File: src/rtl/cnn_pkg.sv
// cnn_pkg: shared constants, loader state encoding and slot-index helper
// for the convolution window loader.
package cnn_pkg;

  localparam int ADDR_W = 17;
  localparam int DATA_W = 8;
  localparam int IMG_W  = 256;
  localparam int MAX_K  = 5;
  localparam int K3     = 3;
  localparam int K5     = 5;
  localparam int NSLOT  = MAX_K * MAX_K;
  localparam int SLOT_W = $clog2(NSLOT);
  localparam int RC_W   = $clog2(MAX_K + 1);

  typedef logic [RC_W-1:0]   rc_t;
  typedef logic [SLOT_W-1:0] slot_t;

  typedef enum logic [1:0] {
    ST_IDLE,
    ST_FETCH,
    ST_DRAIN,
    ST_HOLD
  } loader_state_e;

  // Flat window slot for row r, column c (row pitch MAX_K).
  function automatic slot_t slot_idx(input rc_t r, input rc_t c);
    return SLOT_W'(r) * SLOT_W'(MAX_K) + SLOT_W'(c);
  endfunction

endpackage

File: src/rtl/window_loader_if.sv
// window_loader_if: address-generator, image-memory and MAC-array side
// signals of the window loader. slave = loader, master = its environment.
interface window_loader_if;
  import cnn_pkg::*;

  logic                    FILTER;
  logic                    START;
  logic [ADDR_W-1:0]       BASE_ADRS;
  logic                    BUSY;
  logic [ADDR_W-1:0]       MEM_ADRS;
  logic                    MEM_RD;
  logic [DATA_W-1:0]       MEM_DATA;
  logic [NSLOT*DATA_W-1:0] WIN_DATA;
  logic                    WIN_VALID;
  logic                    WIN_ACK;

  modport slave (
    input  FILTER, START, BASE_ADRS, MEM_DATA, WIN_ACK,
    output BUSY, MEM_ADRS, MEM_RD, WIN_DATA, WIN_VALID
  );

  modport master (
    output FILTER, START, BASE_ADRS, MEM_DATA, WIN_ACK,
    input  BUSY, MEM_ADRS, MEM_RD, WIN_DATA, WIN_VALID
  );

endinterface

File: src/rtl/loader_addr_gen.sv
// loader_addr_gen: row/col walk over a KxK window. The read address is the
// row base plus column, with the row base stepped by IMG_W at each row wrap,
// so no multiplier is needed. All arithmetic wraps modulo 2^ADDR_W.
module loader_addr_gen
  import cnn_pkg::*;
(
  input  logic              CLK,
  input  logic              RST,
  input  logic              load,
  input  logic [ADDR_W-1:0] base,
  input  logic              big,
  input  logic              step,
  output logic [ADDR_W-1:0] adrs,
  output logic              last_rd,
  output slot_t             slot
);

  rc_t               r_q, r_d, c_q, c_d, k_q, k_d;
  logic [ADDR_W-1:0] row_base_q, row_base_d;
  rc_t               k_last;

  assign k_last = rc_t'(k_q - rc_t'(1));

  // Counter update: restart on load, advance one pixel per fetch cycle.
  always_comb begin
    r_d        = r_q;
    c_d        = c_q;
    k_d        = k_q;
    row_base_d = row_base_q;
    if (load) begin
      r_d        = '0;
      c_d        = '0;
      k_d        = big ? rc_t'(K5) : rc_t'(K3);
      row_base_d = base;
    end else if (step) begin
      if (c_q == k_last) begin
        c_d        = '0;
        r_d        = rc_t'(r_q + rc_t'(1));
        row_base_d = row_base_q + ADDR_W'(IMG_W);
      end else begin
        c_d = rc_t'(c_q + rc_t'(1));
      end
    end
  end

  // Counter and row-base registers.
  always_ff @(posedge CLK or posedge RST) begin
    if (RST) begin
      r_q        <= '0;
      c_q        <= '0;
      k_q        <= rc_t'(K3);
      row_base_q <= '0;
    end else begin
      r_q        <= r_d;
      c_q        <= c_d;
      k_q        <= k_d;
      row_base_q <= row_base_d;
    end
  end

  // Address adder, last-pixel flag and slot index of the current read.
  always_comb begin
    adrs    = row_base_q + ADDR_W'(c_q);
    last_rd = (r_q == k_last) && (c_q == k_last);
    slot    = slot_idx(r_q, c_q);
  end

endmodule

File: src/rtl/window_loader.sv
// window_loader: accepts a window base address while idle, bursts single-pixel
// reads over a 3x3 or 5x5 window and holds the assembled window for the MAC
// array until acknowledged.
// Optional feature: define LOADER_CNT_EN to add the WIN_CNT delivered-window
// counter port.
module window_loader
  import cnn_pkg::*;
(
  input  logic           CLK,
  input  logic           RST,
  window_loader_if.slave bus
`ifdef LOADER_CNT_EN
  ,
  output logic [15:0]    WIN_CNT
`endif
);

  loader_state_e     state_q, state_d;
  logic              load, step, mem_rd, last_rd;
  slot_t             slot;
  logic              rd_vld_p1_q, rd_vld_p1_d;
  slot_t             slot_p1_q, slot_p1_d;
  logic [DATA_W-1:0] win_q [NSLOT];
  logic [DATA_W-1:0] win_d [NSLOT];

  loader_addr_gen u_addr_gen (
    .CLK     (CLK),
    .RST     (RST),
    .load    (load),
    .base    (bus.BASE_ADRS),
    .big     (bus.FILTER),
    .step    (step),
    .adrs    (bus.MEM_ADRS),
    .last_rd (last_rd),
    .slot    (slot)
  );

  // FSM state register.
  always_ff @(posedge CLK or posedge RST) begin
    if (RST) state_q <= ST_IDLE;
    else     state_q <= state_d;
  end

  // FSM next state; START outside IDLE is simply never looked at.
  always_comb begin
    state_d = state_q;
    case (state_q)
      ST_IDLE:  if (bus.START)   state_d = ST_FETCH;
      ST_FETCH: if (last_rd)     state_d = ST_DRAIN;
      ST_DRAIN:                  state_d = ST_HOLD;
      ST_HOLD:  if (bus.WIN_ACK) state_d = ST_IDLE;
      default:                   state_d = ST_IDLE;
    endcase
  end

  // FSM outputs decoded from the current state.
  always_comb begin
    load          = 1'b0;
    step          = 1'b0;
    mem_rd        = 1'b0;
    bus.BUSY      = 1'b1;
    bus.WIN_VALID = 1'b0;
    case (state_q)
      ST_IDLE: begin
        bus.BUSY = 1'b0;
        load     = bus.START;
      end
      ST_FETCH: begin
        step   = 1'b1;
        mem_rd = 1'b1;
      end
      ST_HOLD:  bus.WIN_VALID = 1'b1;
      default: ;
    endcase
  end

  assign bus.MEM_RD = mem_rd;

  // Read pipeline: slot and strobe delayed to line up with MEM_DATA.
  always_comb begin
    rd_vld_p1_d = mem_rd;
    slot_p1_d   = slot;
  end

  // Stage p1 strobe; reset discards a read still in flight.
  always_ff @(posedge CLK or posedge RST) begin
    if (RST) rd_vld_p1_q <= 1'b0;
    else     rd_vld_p1_q <= rd_vld_p1_d;
  end

  // Stage p1 slot index, qualified by rd_vld_p1_q.
  always_ff @(posedge CLK) begin
    slot_p1_q <= slot_p1_d;
  end

  // Window file: cleared on a new window, one slot written per returned pixel.
  always_comb begin
    win_d = win_q;
    if (load) begin
      for (int i = 0; i < NSLOT; i++) win_d[i] = '0;
    end else if (rd_vld_p1_q) begin
      win_d[slot_p1_q] = bus.MEM_DATA;
    end
  end

  // Window file registers.
  always_ff @(posedge CLK or posedge RST) begin
    if (RST) begin
      for (int i = 0; i < NSLOT; i++) win_q[i] <= '0;
    end else begin
      win_q <= win_d;
    end
  end

  // Flatten the window file onto WIN_DATA.
  always_comb begin
    bus.WIN_DATA = '0;
    for (int i = 0; i < NSLOT; i++) bus.WIN_DATA[i*DATA_W +: DATA_W] = win_q[i];
  end

`ifdef LOADER_CNT_EN
  logic [15:0] win_cnt_q, win_cnt_d;

  // Delivered-window count, bumped on each HOLD-to-IDLE handoff; wraps.
  always_comb begin
    win_cnt_d = win_cnt_q;
    if (state_q == ST_HOLD && bus.WIN_ACK) win_cnt_d = win_cnt_q + 16'd1;
  end

  // Counter register.
  always_ff @(posedge CLK or posedge RST) begin
    if (RST) win_cnt_q <= '0;
    else     win_cnt_q <= win_cnt_d;
  end

  assign WIN_CNT = win_cnt_q;
`endif

endmodule

File: src/flat_wrapper.sv
// flat-port wrapper written by rule: the top's interface ports become plain ports
module window_loader_flat import cnn_pkg::*;
  (CLK, RST, bus_FILTER, bus_START, bus_BASE_ADRS, bus_MEM_DATA, bus_WIN_ACK, bus_BUSY, bus_MEM_ADRS, bus_MEM_RD, bus_WIN_DATA, bus_WIN_VALID);
  window_loader_if bus_i ();
  input  logic CLK;
  input  logic RST;
  input wire logic [$bits(bus_i.FILTER)-1:0] bus_FILTER;
  input wire logic [$bits(bus_i.START)-1:0] bus_START;
  input wire logic [$bits(bus_i.BASE_ADRS)-1:0] bus_BASE_ADRS;
  input wire logic [$bits(bus_i.MEM_DATA)-1:0] bus_MEM_DATA;
  input wire logic [$bits(bus_i.WIN_ACK)-1:0] bus_WIN_ACK;
  output wire logic [$bits(bus_i.BUSY)-1:0] bus_BUSY;
  output wire logic [$bits(bus_i.MEM_ADRS)-1:0] bus_MEM_ADRS;
  output wire logic [$bits(bus_i.MEM_RD)-1:0] bus_MEM_RD;
  output wire logic [$bits(bus_i.WIN_DATA)-1:0] bus_WIN_DATA;
  output wire logic [$bits(bus_i.WIN_VALID)-1:0] bus_WIN_VALID;
  assign bus_i.FILTER = bus_FILTER;
  assign bus_i.START = bus_START;
  assign bus_i.BASE_ADRS = bus_BASE_ADRS;
  assign bus_i.MEM_DATA = bus_MEM_DATA;
  assign bus_i.WIN_ACK = bus_WIN_ACK;
  assign bus_BUSY = bus_i.BUSY;
  assign bus_MEM_ADRS = bus_i.MEM_ADRS;
  assign bus_MEM_RD = bus_i.MEM_RD;
  assign bus_WIN_DATA = bus_i.WIN_DATA;
  assign bus_WIN_VALID = bus_i.WIN_VALID;
  window_loader u_core (.CLK(CLK), .RST(RST), .bus(bus_i));
endmodule
File: config.mk
export PLATFORM = sky130hd
export DESIGN_NAME = window_loader_flat
export DESIGN_NICKNAME = d
export VERILOG_FILES = /design/src/rtl/cnn_pkg.sv /design/src/rtl/window_loader_if.sv /design/src/rtl/loader_addr_gen.sv /design/src/rtl/window_loader.sv /design/src/flat_wrapper.sv
export SDC_FILE = /design/constraint.sdc
export NUM_CORES = 1
export LEC_CHECK = 0
export ABC_AREA = 1
export BUFFER_PORTS_ARGS = -buffer_cell sky130_fd_sc_hd__buf_2
export CORE_ASPECT_RATIO = 2
export CORE_MARGIN = 4
export CORE_UTILIZATION = 53
export DETAILED_ROUTE_END_ITERATION = 10
export PLACE_DENSITY_LB_ADDON = 0.25
export RECOVER_POWER = 50
export SETUP_SLACK_MARGIN = 0.5
export SLEW_MARGIN = 40
export SYNTH_ARGS = -nofsm -noshare
export SYNTH_HDL_FRONTEND = slang
export SYNTH_SLANG_ARGS = --single-unit
File: constraint.sdc
create_clock -name CLK -period 11 [get_ports CLK]
set_input_delay 2.2 -clock CLK [delete_from_list [all_inputs] [get_ports CLK]]
set_output_delay 2.2 -clock CLK [all_outputs]
set_load 0.1 [all_outputs]
==> summary.md <==
| Metric | Value |
|---|---|
| Status | `finished with violations` |
| Violated checks | `capacitance limit, slew limit` |
| Internal | `around 1.7 mW` |
| Crit Path Class | `input pin to flop` |
| CP max-delay cell | `clkbuf_1` |
| Max cap viols | `4` |
| CTS tree | `done` |
| Post-synthesis cell count | `roughly 1000` |
| Total power | `3.84 mW` |
| Final Critical Period | `~7 ns` |
| Chip width | `around 100 um` |
| Final worst path period share | `0.624` |
| Final setup vio count | `0` |
| Register area share after synthesis | `0.598` |
| RR Startpoint | `u_core.state_q[0]` |
| DR pass1 iterations | `6` |
| Clk network pwr share | `0.177` |
| Headroom to the max-slew limit | `-3.28` |
| CTS Buffer Depth | `3` |
| Post-route ant nets | `0` |
| Drt wl/cell | `18.5 um` |
| Max frequency | `roughly 150 MHz` |
| Peak supply drop | `about 440 uV` |
| Busiest grt layer | `met2` |
| H-tree Lvls | `1` |
| CP bufs+invs | `2` |
| Starting Density | `0.543` |
| Gates resized, CTS repair | `0` |
| RSZ-0062 raised after global routing | `no` |
| Worst min path class | `flop to flop` |
| CP Cell Sequence | `clkbuf_1 > nand2_1 > clkbuf_1 > o21ai_0 > nand2_1 > o21ai_0` |
| Final hold vios | `0` |
| Yosys cell types | `28` |
| Worst path required time | `about 11 ns` |
| Crit path from | `bus_START` |
| TritonCTS sink count | `between 200 and 250` |
| Worst-path maximum fanout | `just over 90` |
| # rows | `69` |
| Setup TNS Final | `0 ns` |
| Crit start category | `input pin` |
| Io pins | `250` |
| Worst Path Arrival | `slightly above 7 ns` |
| Async set or reset register ratio after synthesis | `0.979` |
| Total track usage | `0.255` |
| WL final | `around 27000 um` |
| Placeable Area | `17900 um2` |
| Die Ht | `~200 um` |
| Met3 Resource Use GR | `0.0443` |
| Via/cell ratio | `approximately 5.6` |
| Initial antenna violation count | `0` |
| CTS clock-pin slew for the worst setup and hold paths | `0.07 ns` |
| First-pass GRT wire length | `42500 um` |
| Logic pwr share | `0.513` |
| Met2 usage | `0.460` |
| Final Max Tran Viols | `292` |
| Met1 Usage GRT | `0.301` |
| Total die area | `20700 um2` |
| Inserted Diodes | `0` |
| Synth Cell Area | `a little under 10000 um2` |
| CP delay by family, top | `buffers and inverters` |
| Clock Skews | `roughly 0.011 ns` |
| Area grow syn2layout | `19.3%` |
| Crit end category | `flop` |
| Number of flops mapped to enable cells by yosys | `0` |
| Multi-input gate area | `between 3000 and 4000 um2` |
| Crit-path max cell delay | `2.78 ns` |
| Port Buffers | `~250` |
| Number of global-route vias before repair | `7963` |
| WHS | `roughly 0.5 ns` |
| Leak Pwr | `between 6 and 7 nW` |
| CTS root buf | `clkbuf_16` |
| Clk_lat worst skew | `0.49 ns` |
| Drt first-iter violations | `between 300 and 400` |
| Filler cells | `roughly 1600` |
| Switching Fraction | `0.557` |
| Register bit total from synthesis | `approximately 230` |
| Synthesized Nets | `between 1000 and 1500` |
| CTS Buf Count | `20` |
| Hpwl dp | `around 18000 um` |
| Grt total ovfl | `0` |
| Ys flop type | `dfrtp_1` |
| Yosys Warn Count | `0` |
| Postcts setup bufs | `0` |
| Layout net count | `roughly 1300` |
| Syn_area_per_cell | `roughly 9.5 um2` |
| Hold_buf cts | `0` |
| Power Density | `between 300 and 400 nW/um2` |
| Reg area | `between 5000 and 6000 um2` |
| Hold path start | `u_core.u_addr_gen.row_base_q[2]` |
| Via Count | `~8000` |
| P_sw | `2.14 mW` |
| Residual DRC | `0` |
| GP Congestion | `around 0.84` |
| Share of cells above drive strength 1 | `0.232` |
| Worst-Margin Slew | `6.39 ns` |
| Largest net degree at the start of global routing | `roughly 150` |
| Reg power frac | `0.310` |
-- sequential cells by signal, indices dropped and copies added (netlist names) --
name,cells
u_core.bus.WIN_DATA,200
u_core.u_addr_gen.k_q,2
u_core.u_addr_gen.c_q,3
u_core.state_q,2
u_core.rd_vld_p1_q,1
u_core.u_addr_gen.r_q,3
u_core.u_addr_gen.row_base_q,17
u_core.slot_p1_q,5
-- power by group through the flow --
stage	Clock (mW)	Sequential, mW	Combinational, mW
floorplan	0	2.03	0.794
global placement	0	1.20	1.96
detailed placement	0	1.20	1.98
CTS	0.694	1.18	1.99
global route	0.724	1.21	2.08
finish	0.679	1.19	1.97
-- layout by cell type, fill, tap and decap left out --
cell        count
a21oi_1         2
buf_2         248
buf_6           2
clkbuf_1       12
clkbuf_16      21
clkbuf_8        4
clkinv_1        1
clkinv_2        2
clkinvlp_2      1
dfrtp_1       227
dfstp_2         1
dfxtp_1         5
fa_1            2
ha_1           19
inv_1          36
mux2i_1         1
nand2_1       149
nand3_1       228
nand3b_1        1
nand4_1        15
nor2_1         20
nor2_2          1
nor3_2          2
nor3_4          2
nor4_1          2
o21ai_0       212
o21bai_1        1
o22ai_1         1
or2_2           2
xnor2_1         7
xor2_1          8
-- area by class of cell --
class,count,share of cell area
clock inverter,2,0.000864
multi-input combinational,675,0.299
sequential,233,0.501
timing repair buffer,254,0.110
clock buffer,33,0.0527
inverter,38,0.0124
tap,213,0.0230
-- worst reg2reg max path: stages, from the launching register on --
cell and delay, ns:
dfrtp_1 0.41, inv_1 0.10, ha_1 0.22, nand2_1 0.77, clkbuf_1 2.79, o21ai_0 0.65
nand2_1 0.61, o21ai_0 0.13
-- cells by family after synthesis --
| family | after synthesis | synth area share |
|---|---|---|
| adder cells (fa/ha/maj) | 21 | 0.0286 |
| buffers and inverters | 111 | 0.0446 |
| XOR/XNOR | 15 | 0.0135 |
| flip-flops | 233 | 0.598 |
| multiplexers | 1 | 0.00103 |
| AO/OA/AOI/OAI | 216 | 0.112 |
| AND/OR/NAND/NOR | 422 | 0.202 |
-- per-layer routing --
layer / up-vias / part of all wire
li1: 3893 / -
met1: 3933 / 0.38
met2: 281 / 0.52
met3: 60 / 0.061
met4: 0 / 0.038
met5: - / 0
-- cells in the mapped netlist (5+ instances only) --
cell type | number | area share
nand3_1 | 228 | 0.12
dfrtp_1 | 227 | 0.59
o21ai_0 | 212 | 0.11
nand2_1 | 149 | 0.058
clkbuf_1 | 48 | 0.019
inv_1 | 37 | 0.014
nor2_1 | 20 | 0.0077
ha_1 | 19 | 0.024
nand4_1 | 15 | 0.0097
buf_1 | 14 | 0.0054
buf_2 | 10 | 0.0052
xor2_1 | 8 | 0.0072
xnor2_1 | 7 | 0.0063
dfxtp_1 | 5 | 0.010
-- metrics by stage --
step | area (um2) | worst slack (ns) | utilization | cells
after global routing | 11600 | 3.47 | 0.648 | 1448
after CTS | 11600 | 6.02 | 0.651 | 1448
after detailed placement | 11000 | 6.56 | 0.616 | 1413
after global placement | 11000 | 6.64 | 0.614 | 1413
after floorplan | 9700 | 2.55 | - | 1019
final | 11600 | 4.14 | 0.648 | 1448
-- worst paths after layout --
| check | to | slack, ns | depth (start not counted) |
|---|---|---|---|
| max in group asynchronous | u_core.bus.WIN_DATA[190] | 4.47 | 2 |
| hold / removal | u_core.u_addr_gen.row_base_q[2] | 0.50 | 2 |
| min in group asynchronous | u_core.bus.WIN_DATA[61] | 3.72 | 2 |
| setup / recovery | u_core.u_addr_gen.r_q[1] | 4.14 | 6 |
| setup reg to reg | u_core.u_addr_gen.r_q[1] | 5.19 | 7 |
| hold reg to reg | u_core.u_addr_gen.row_base_q[2] | 0.50 | 2 |
Power figures use the tool's default switching activity.
